===== config.mk =====
export PLATFORM = sky130hd
export DESIGN_NAME = fetch_pc_unit
export DESIGN_NICKNAME = d
export VERILOG_FILES = /design/src/rtl/fetch_pc_unit_pkg.sv /design/src/rtl/fetch_out_buffer.sv /design/src/rtl/fetch_pc_unit.sv
export SDC_FILE = /design/constraint.sdc
export NUM_CORES = 1
export LEC_CHECK = 0
export CORE_MARGIN = 2
export CORE_UTILIZATION = 43
export DETAILED_ROUTE_END_ITERATION = 16
export GPL_ROUTABILITY_DRIVEN = 0
export PLACE_DENSITY_LB_ADDON = 0.12
export SYNTH_ARGS = -nofsm -noshare
export SYNTH_HDL_FRONTEND = slang
export SYNTH_SLANG_ARGS = --single-unit

===== constraint.sdc =====
create_clock -name clk -period 2 [get_ports clk]
set_clock_uncertainty 0.05 [all_clocks]
set_input_delay 0.4 -clock clk [delete_from_list [all_inputs] [get_ports clk]]
set_output_delay 0.4 -clock clk [all_outputs]
set_load 0.03 [all_outputs]

===== src/rtl/fetch_pc_unit_pkg.sv =====
// Shared RV32I types for the fetch stage: machine word, fetch FSM encoding and
// PC alignment helpers.
package rv32i_types;

    typedef logic [31:0] rv32i_word;

    typedef enum logic [1:0] {
        FETCH_GAP    = 2'd0,
        FETCH_REQ    = 2'd1,
        FETCH_SQUASH = 2'd2
    } fetch_state_t;

    localparam rv32i_word INSTR_BYTES   = 32'd4;
    localparam rv32i_word PC_ALIGN_MASK = 32'hFFFF_FFFC;

    // Instructions are word aligned; the low two bits of a target are discarded.
    function automatic rv32i_word align_pc(input rv32i_word target);
        return target & PC_ALIGN_MASK;
    endfunction

    function automatic logic is_misaligned(input rv32i_word target);
        return target[1:0] != 2'b00;
    endfunction

endpackage


===== src/rtl/fetch_out_buffer.sv =====
// One-entry holding register between instruction fetch and decode.
// Handshake: an entry transfers on any rising clk edge where valid && ready are both
// high; while valid && !ready the pc/instr fields hold, and flush empties the entry.
module fetch_out_buffer
    import rv32i_types::*;
(
    input  logic      clk,
    input  logic      rst_n,
    input  logic      flush,
    input  logic      load,
    input  rv32i_word load_pc,
    input  rv32i_word load_instr,
    input  logic      ready,
    output logic      valid,
    output rv32i_word pc,
    output rv32i_word instr
);

    always_ff @(posedge clk) begin
        if (!rst_n) begin
            valid <= 1'b0;
            pc    <= '0;
            instr <= '0;
        end else if (flush) begin
            valid <= 1'b0;
        end else if (load) begin
            valid <= 1'b1;
            pc    <= load_pc;
            instr <= load_instr;
        end else if (valid && ready) begin
            valid <= 1'b0;
        end
    end

endmodule


===== src/rtl/fetch_pc_unit.sv =====
// Architectural PC owner and instruction-memory request engine for the RV32I core;
// redirects squash any stale fetch and the captured instruction is held for decode.
module fetch_pc_unit
    import rv32i_types::*;
#(
    parameter rv32i_word RESET_PC = 32'h0000_0060
) (
    input  logic         clk,
    input  logic         rst_n,
    input  logic         redirect_valid,
    input  rv32i_word    redirect_target,
    output logic         imem_read,
    output rv32i_word    imem_address,
    input  logic         imem_resp,
    input  rv32i_word    imem_rdata,
    output logic         if_valid,
    input  logic         if_ready,
    output rv32i_word    if_pc,
    output rv32i_word    if_instr,
    output logic         misalign_err,
    output fetch_state_t fsm_state
);

    fetch_state_t state;
    rv32i_word    pc;
    rv32i_word    squash_addr;
    logic         start_fetch;
    logic         capture;

    // A new request is only launched when the buffer will have room for its result.
    assign start_fetch = !if_valid || if_ready || redirect_valid;
    assign capture     = (state == FETCH_REQ) && imem_resp && !redirect_valid;

    always_ff @(posedge clk) begin
        if (!rst_n) begin
            state        <= FETCH_GAP;
            pc           <= RESET_PC;
            squash_addr  <= '0;
            misalign_err <= 1'b0;
        end else begin
            if (redirect_valid) begin
                pc <= align_pc(redirect_target);
                if (is_misaligned(redirect_target)) begin
                    misalign_err <= 1'b1;
                end
            end
            case (state)
                FETCH_GAP: begin
                    if (start_fetch) begin
                        state <= FETCH_REQ;
                    end
                end
                FETCH_REQ: begin
                    if (imem_resp) begin
                        state <= FETCH_GAP;
                        if (!redirect_valid) begin
                            pc <= pc + INSTR_BYTES;
                        end
                    end else if (redirect_valid) begin
                        // Memory still owes us this word; keep presenting its address.
                        state       <= FETCH_SQUASH;
                        squash_addr <= pc;
                    end
                end
                FETCH_SQUASH: begin
                    if (imem_resp) begin
                        state <= FETCH_GAP;
                    end
                end
                default: state <= FETCH_GAP;
            endcase
        end
    end

    always_comb begin
        imem_read    = 1'b0;
        imem_address = '0;
        case (state)
            FETCH_REQ: begin
                imem_read    = 1'b1;
                imem_address = pc;
            end
            FETCH_SQUASH: begin
                imem_read    = 1'b1;
                imem_address = squash_addr;
            end
            default: begin
                imem_read    = 1'b0;
                imem_address = '0;
            end
        endcase
    end

    assign fsm_state = state;

    fetch_out_buffer u_out_buffer (
        .clk        (clk),
        .rst_n      (rst_n),
        .flush      (redirect_valid),
        .load       (capture),
        .load_pc    (pc),
        .load_instr (imem_rdata),
        .ready      (if_ready),
        .valid      (if_valid),
        .pc         (if_pc),
        .instr      (if_instr)
    );

endmodule

* Word-level counts from Yosys, hierarchy flattened *
Index checks and enable logic that the tools add are counted.

storage, ports and cells
  register bits = 132
  bits in latches = 0
  bits in writable memories = 0
  ROM bits = 0
  input bits = 69
  logic and storage cells = 45
  memories = 0

operators by class
  add/subtract/negate cells = 1
  $mul = 0
  divide/modulo/power cells = 0
  magnitude comparators = 0
  equal/unequal tests = 5
  shifts and indexed selects = 0
  multiplexer cells = 13
  bitwise operators = 3
  reductions and logical operators = 16

operators with widths
  cell                     count
  $mux W32                 4
  $pmux W32 S2             1
  $add A32 B3 Y32 const B  1
  $mux W2                  4
  $pmux W2 S3              1
  $reduce_and A3 Y1        2
  $ne A2 B2 Y1 const B     2
  $reduce_and A2 Y1        2
  $reduce_bool A2 Y1       2
  $reduce_or A2 Y1         2
  $logic_and A1 B1 Y1      3
  $mux W1                  3
  $ne A3 B3 Y1 const B     1
  $not A1 Y1               3
  $eq A2 B1 Y1 const B     1
  $eq A2 B2 Y1 const B     1
  $logic_not A1 Y1         2
  $logic_not A2 Y1         1
  $logic_or A1 B1 Y1       2

* Logic depth before layout (Yosys ltp) *
Gate-level depths: netlist of run 1.

  depth after elaboration = 5
  gate-level depth with buffers = 9

* Cells and area by module *
Synthesis of run 1 repeated with hierarchy kept, for this count alone.

unflattened totals
  cells, all modules = 764
  area total of the unflattened synthesis = 6354.8 µm²

modules (own cells, without submodules)
  module            times used  cells each  area an instance (µm²)
  fetch_pc_unit     1           482         3684.8
  fetch_out_buffer  1           282         2670.1

* Worst setup path before layout of run 1 *
OpenSTA, ideal clock, no wires.

  kind = register -> output
  from = register state[0], in the netlist fsm_state[0]
  to = output port imem_address[0]
  data arrival time = 1921 ps
  required time = 1550 ps
  slack = -371 ps
  cell stages (with the launch flop) = 6
  cells stage by stage = dfxtp_1 > ha_1 > clkbuf_1 > buf_1 > a22oi_1 > nor2b_1

between the ends
  cells in the longest elaborated chain, start to end = 2
  elaborated cells between the ends (all ways) = 3

RTL lines
  element                                              RTL line             RTL
  start: declaration                                   fetch_pc_unit.sv:24  fetch_state_t state;
  start signal: assignment                             fetch_pc_unit.sv:36  state <= FETCH_GAP;
  start signal: assignment                             fetch_pc_unit.sv:50  state <= FETCH_REQ;
  start signal: assignment                             fetch_pc_unit.sv:55  state <= FETCH_GAP;
  $eq A2 B2 Y1 / $eq A2 B1 Y1 (equally long branches)  fetch_pc_unit.sv:78  case (state)
  $pmux W32 S2 *                                       fetch_pc_unit.sv:78
  end: declaration                                     fetch_pc_unit.sv:13  output rv32i_word imem_address,

Mark *: on every way between the ends. The rest lies on a longest branch, timed or not.

* Worst setup path after layout of run 1 *
  from = register state[1], in the netlist fsm_state[1]
  to = output port imem_address[0]

The elaborated chain is that of the path after synthesis.

==> summary.md, run 1 <==
| Metric | Value |
|---|---|
| Largest net degree at the start of global routing | 39 |
| Synth Cell Area | 5850 sq um |
| DIE WIDTH | 121 microns |
| Startpoint Class | flop |
| Worst EP required | 1550 ps |
| CTS tree | yes |
| First-pass GRT wire length | 30200 microns |
| Sequential area share after synthesis | 0.452 |
| Layout cells sized above 1 | 0.238 |
| Pleak | 0.00320 uW |
| Slew HR | 0.621 |
| Worst Setup End Kind | primary output |
| Power Density | 742 nW/um^2 |
| Min-Delay Path Class | reg2reg |
| Asr flop ratio synth | 0 |
| Most frequent cells in the layout | nand2_1 (205), clkdlybuf4s50_1 (135), dfxtp_1 (128), a21oi_1 (111), buf_4 (51) |
| Worst-Margin Slew | 567 ps |
| Tcrit/Tclk final | 1.09 |
| GRT Residual Overflow | 0 |
| Worst-path clk slew | 50 ps |
| CP arrival | 1720 ps |
| Status | finished, violations left |
| Routed WL per cell | 17.3 microns |
| Total track usage | 0.263 |
| Hold Path Cell Cnt | 2 |
| Hold path startpoint | misalign_err |
| Violated checks | negative setup slack |
| Ys flop type | dfxtp_1 |
| Synthesis-to-layout area growth | 60.7% |
| Final Instance Area | 9400 sq um |
| NumNets Final | 1022 |
| Worst reg2reg path depth | 6 |
| Root Driver | clkbuf_16 |
| Final hold vios | 0 |
| Peak Freq | 0.461 GHz |
| Max incr delay on CP | 350 ps |
| ANT nets after route | 0 |
| Routed wire length | 19600 microns |
| Antenna cells | 0 |
| CP cell instances | buf_6, ha_4, buf_12, a22oi_2, nor2b_2, buf_12 |
| Syn_area_per_cell | 7.72 sq um |
| Family with the most delay on the worst path | buffers and inverters |
| CORE AREA | 13200 sq um |
| Max FO, Critical Path | 5 |
| Cell variety after synth | 45 |
| RSZ-0062 raised after global routing | yes |
| H-Tree Depth | 4 |
| Pre-antenna DRT Iters | 5 |
| Max-cap viol count | 0 |
| DP Cell Count | 1096 |
| 1st-iter DRT viols | 393 |
| Vias in the first global route | 6045 |
| Rows | 42 |
| CP bufs+invs | 3 |
| Area leader, netlist | dfxtp_1 |
| Reg2Reg Capture Point | pc[18] |
| Min Tclk post-route | 2170 ps |
| Via density | 5.50 |
| Post-synth EDFFs | 0 |
| Number of synthesized register bits | 132 |
| Post-Syn Nets | 831 |
| Synth top area cells | dfxtp_1 (45%), nand2_1 (13%), a21oi_1 (9.5%) |
| Initial Util | 0.442 |
| Die area | 14500 sq um |
| Most Frequent Cell on Critical Path | buf_12 |
| R2r startpoint | fsm_state[1] |
| Commonest non-fill, non-tap cell in the layout | nand2_1 |
| Cell Count, Final, Fillers Out | 1138 |
| Worst Setup Slack, final | -170 ps |
| Placed cell areas | 8150 sq um |
| # DRC | 0 |
| Initial antenna violation count | 0 |
| Pins Over Slew Limit | 0 |
| # setup viols final | 42 |
| Worst-case clock buffer depth | 2 |
| Clock Latency Late Sink | 430 ps |
| Kind of critical path | reg2out |
| Worst VDD drop | 0.538 mV |
| Clk sinks | 132 |
| Io pins | 170 |
| DIE HEIGHT | 121 microns |
| Final HPWL DP | 12600 microns |
| R2R Setup Slk | -90 ps |
| Critical-path top delay cell | dfxtp_4 |
| Synth Instances | 758 |
| TritonCTS Buffers | 17 |
| Final setup TNS | -4030 ps |
| Number of port buffers | 169 |
| Synth top area share | 0.452 |
| Synth Warn # | 0 |
| WHS Endpoint | misalign_err |
| Via count | 6260 |
Yosys cell counts (all sizes together), types with 2 or more instances:
master,count
xnor2,9
o31ai,6
a211oi,5
inv,8
o21ai,31
ha,4
and4,5
nor3b,2
nand2b,2
nor3,10
or4,8
buf,13
a21oi,111
clkbuf,58
a31oi,10
nor2,14
nand3,13
and3,6
nand2,205
or3,6
nor4,8
xor2,2
a22oi,32
nor2b,34
dfxtp,132
a311oi,3
nand4,8
cell type report:
cell class,instances,area [sq um]
Clock buffer,21,460
Sequential cell,132,2650
Inverter,9,40.0
Multi-Input combinational cell,546,3300
Fill cell,1072,3850
Timing Repair Buffer,243,2620
Clock inverter,11,105
Tap cell,176,220
per-layer routing:
| layer | global-route usage | wire length (microns) | share of wire | vias up |
|---|---|---|---|---|
| met3 | 0.0542 | 1420 | 0.072 | 33 |
| li1 | - | - | - | 2989 |
| met2 | 0.452 | 9760 | 0.50 | 251 |
| met1 | 0.324 | 8080 | 0.41 | 2987 |
| met4 | 0.0981 | 374 | 0.019 | 0 |
| met5 | 0 | 0 | 0 | - |
sequential cells by signal (all words and copies together), names as in the netlist:
signal / flops
squash_addr: 32
pc: 32
u_out_buffer.valid: 1
u_out_buffer.pc: 32
misalign_err: 1
u_out_buffer.instr: 32
fsm_state: 2
worst max path at each step:
| stage | slack (ps) | end | cells after the start | startpoint |
|---|---|---|---|---|
| after CTS | -160 | imem_address[0] | 6 | fsm_state[1] |
| after global routing | -200 | imem_address[14] | 5 | fsm_state[0] |
| after global placement | -440 | pc[18] | 5 | imem_resp |
| after detailed placement | -540 | pc[22] | 5 | imem_resp |
| final | -170 | imem_address[0] | 6 | fsm_state[1] |
| after floorplan | -5 | imem_address[0] | 4 | fsm_state[0] |
stage by stage:
step,power [uW],hold WS (ps),util,worst slack [ps]
5_1_grt,7200,422,0.709,-203
6_report,6970,400,0.709,-170
3_3_place_gp,3800,384,0.615,-435
2_1_floorplan,3360,386,-,-5.30
4_1_cts,6910,401,0.685,-157
3_5_place_dp,3830,393,0.615,-538
worst reg2reg max path, cell delays in order, from the launching register on:
cell and delay (ps):
dfxtp_4 350, inv_4 70, ha_4 250, nand4_4 120, or4_4 580, or3_4 350, a311oi_2 230
power by group:
| group | switching, uW | internal [uW] | total (uW) | leakage [uW] |
|---|---|---|---|---|
| sequential | 81.7 | 2720 | 2800 | 0.00108 |
| combinational | 610 | 599 | 1210 | 0.00186 |
| clock | 1190 | 1770 | 2960 | 0.000265 |
| total | 1880 | 5090 | 6970 | 0.00320 |
cell families after synthesis:
group           after synthesis  synth area share
fa+ha+maj                     4           0.00856
mux                           1           0.00171
xor+xnor                     11            0.0165
simple gates                326             0.258
flops                       132             0.452
buf+inv                      80            0.0627
compound gates              204             0.200
timing repair:
action / 4_1_cts / 5_1_grt
pin swaps: 9 / 17
cloned: 3 / 5
gates resized for setup: 72 / 39
endpoints found under the hold margin: 0 / 0
hold buffers: 0 / 0
setup buffers: 1 / 1
endpoints found under the setup margin: 41 / 46
(Power assumes the default switching activity.)
==> run 2: changes to the inputs <==
--- a/config.mk
+++ b/config.mk
@@ -9,6 +9,7 @@
 export CORE_UTILIZATION = 43
 export DETAILED_ROUTE_END_ITERATION = 16
 export GPL_ROUTABILITY_DRIVEN = 0
+export HOLD_SLACK_MARGIN = 0.1
 export PLACE_DENSITY_LB_ADDON = 0.12
 export SYNTH_ARGS = -nofsm -noshare
 export SYNTH_HDL_FRONTEND = slang
==> results of run 2 <==
Same layout as run 1: the final DEF is identical, and so are final timing and power.
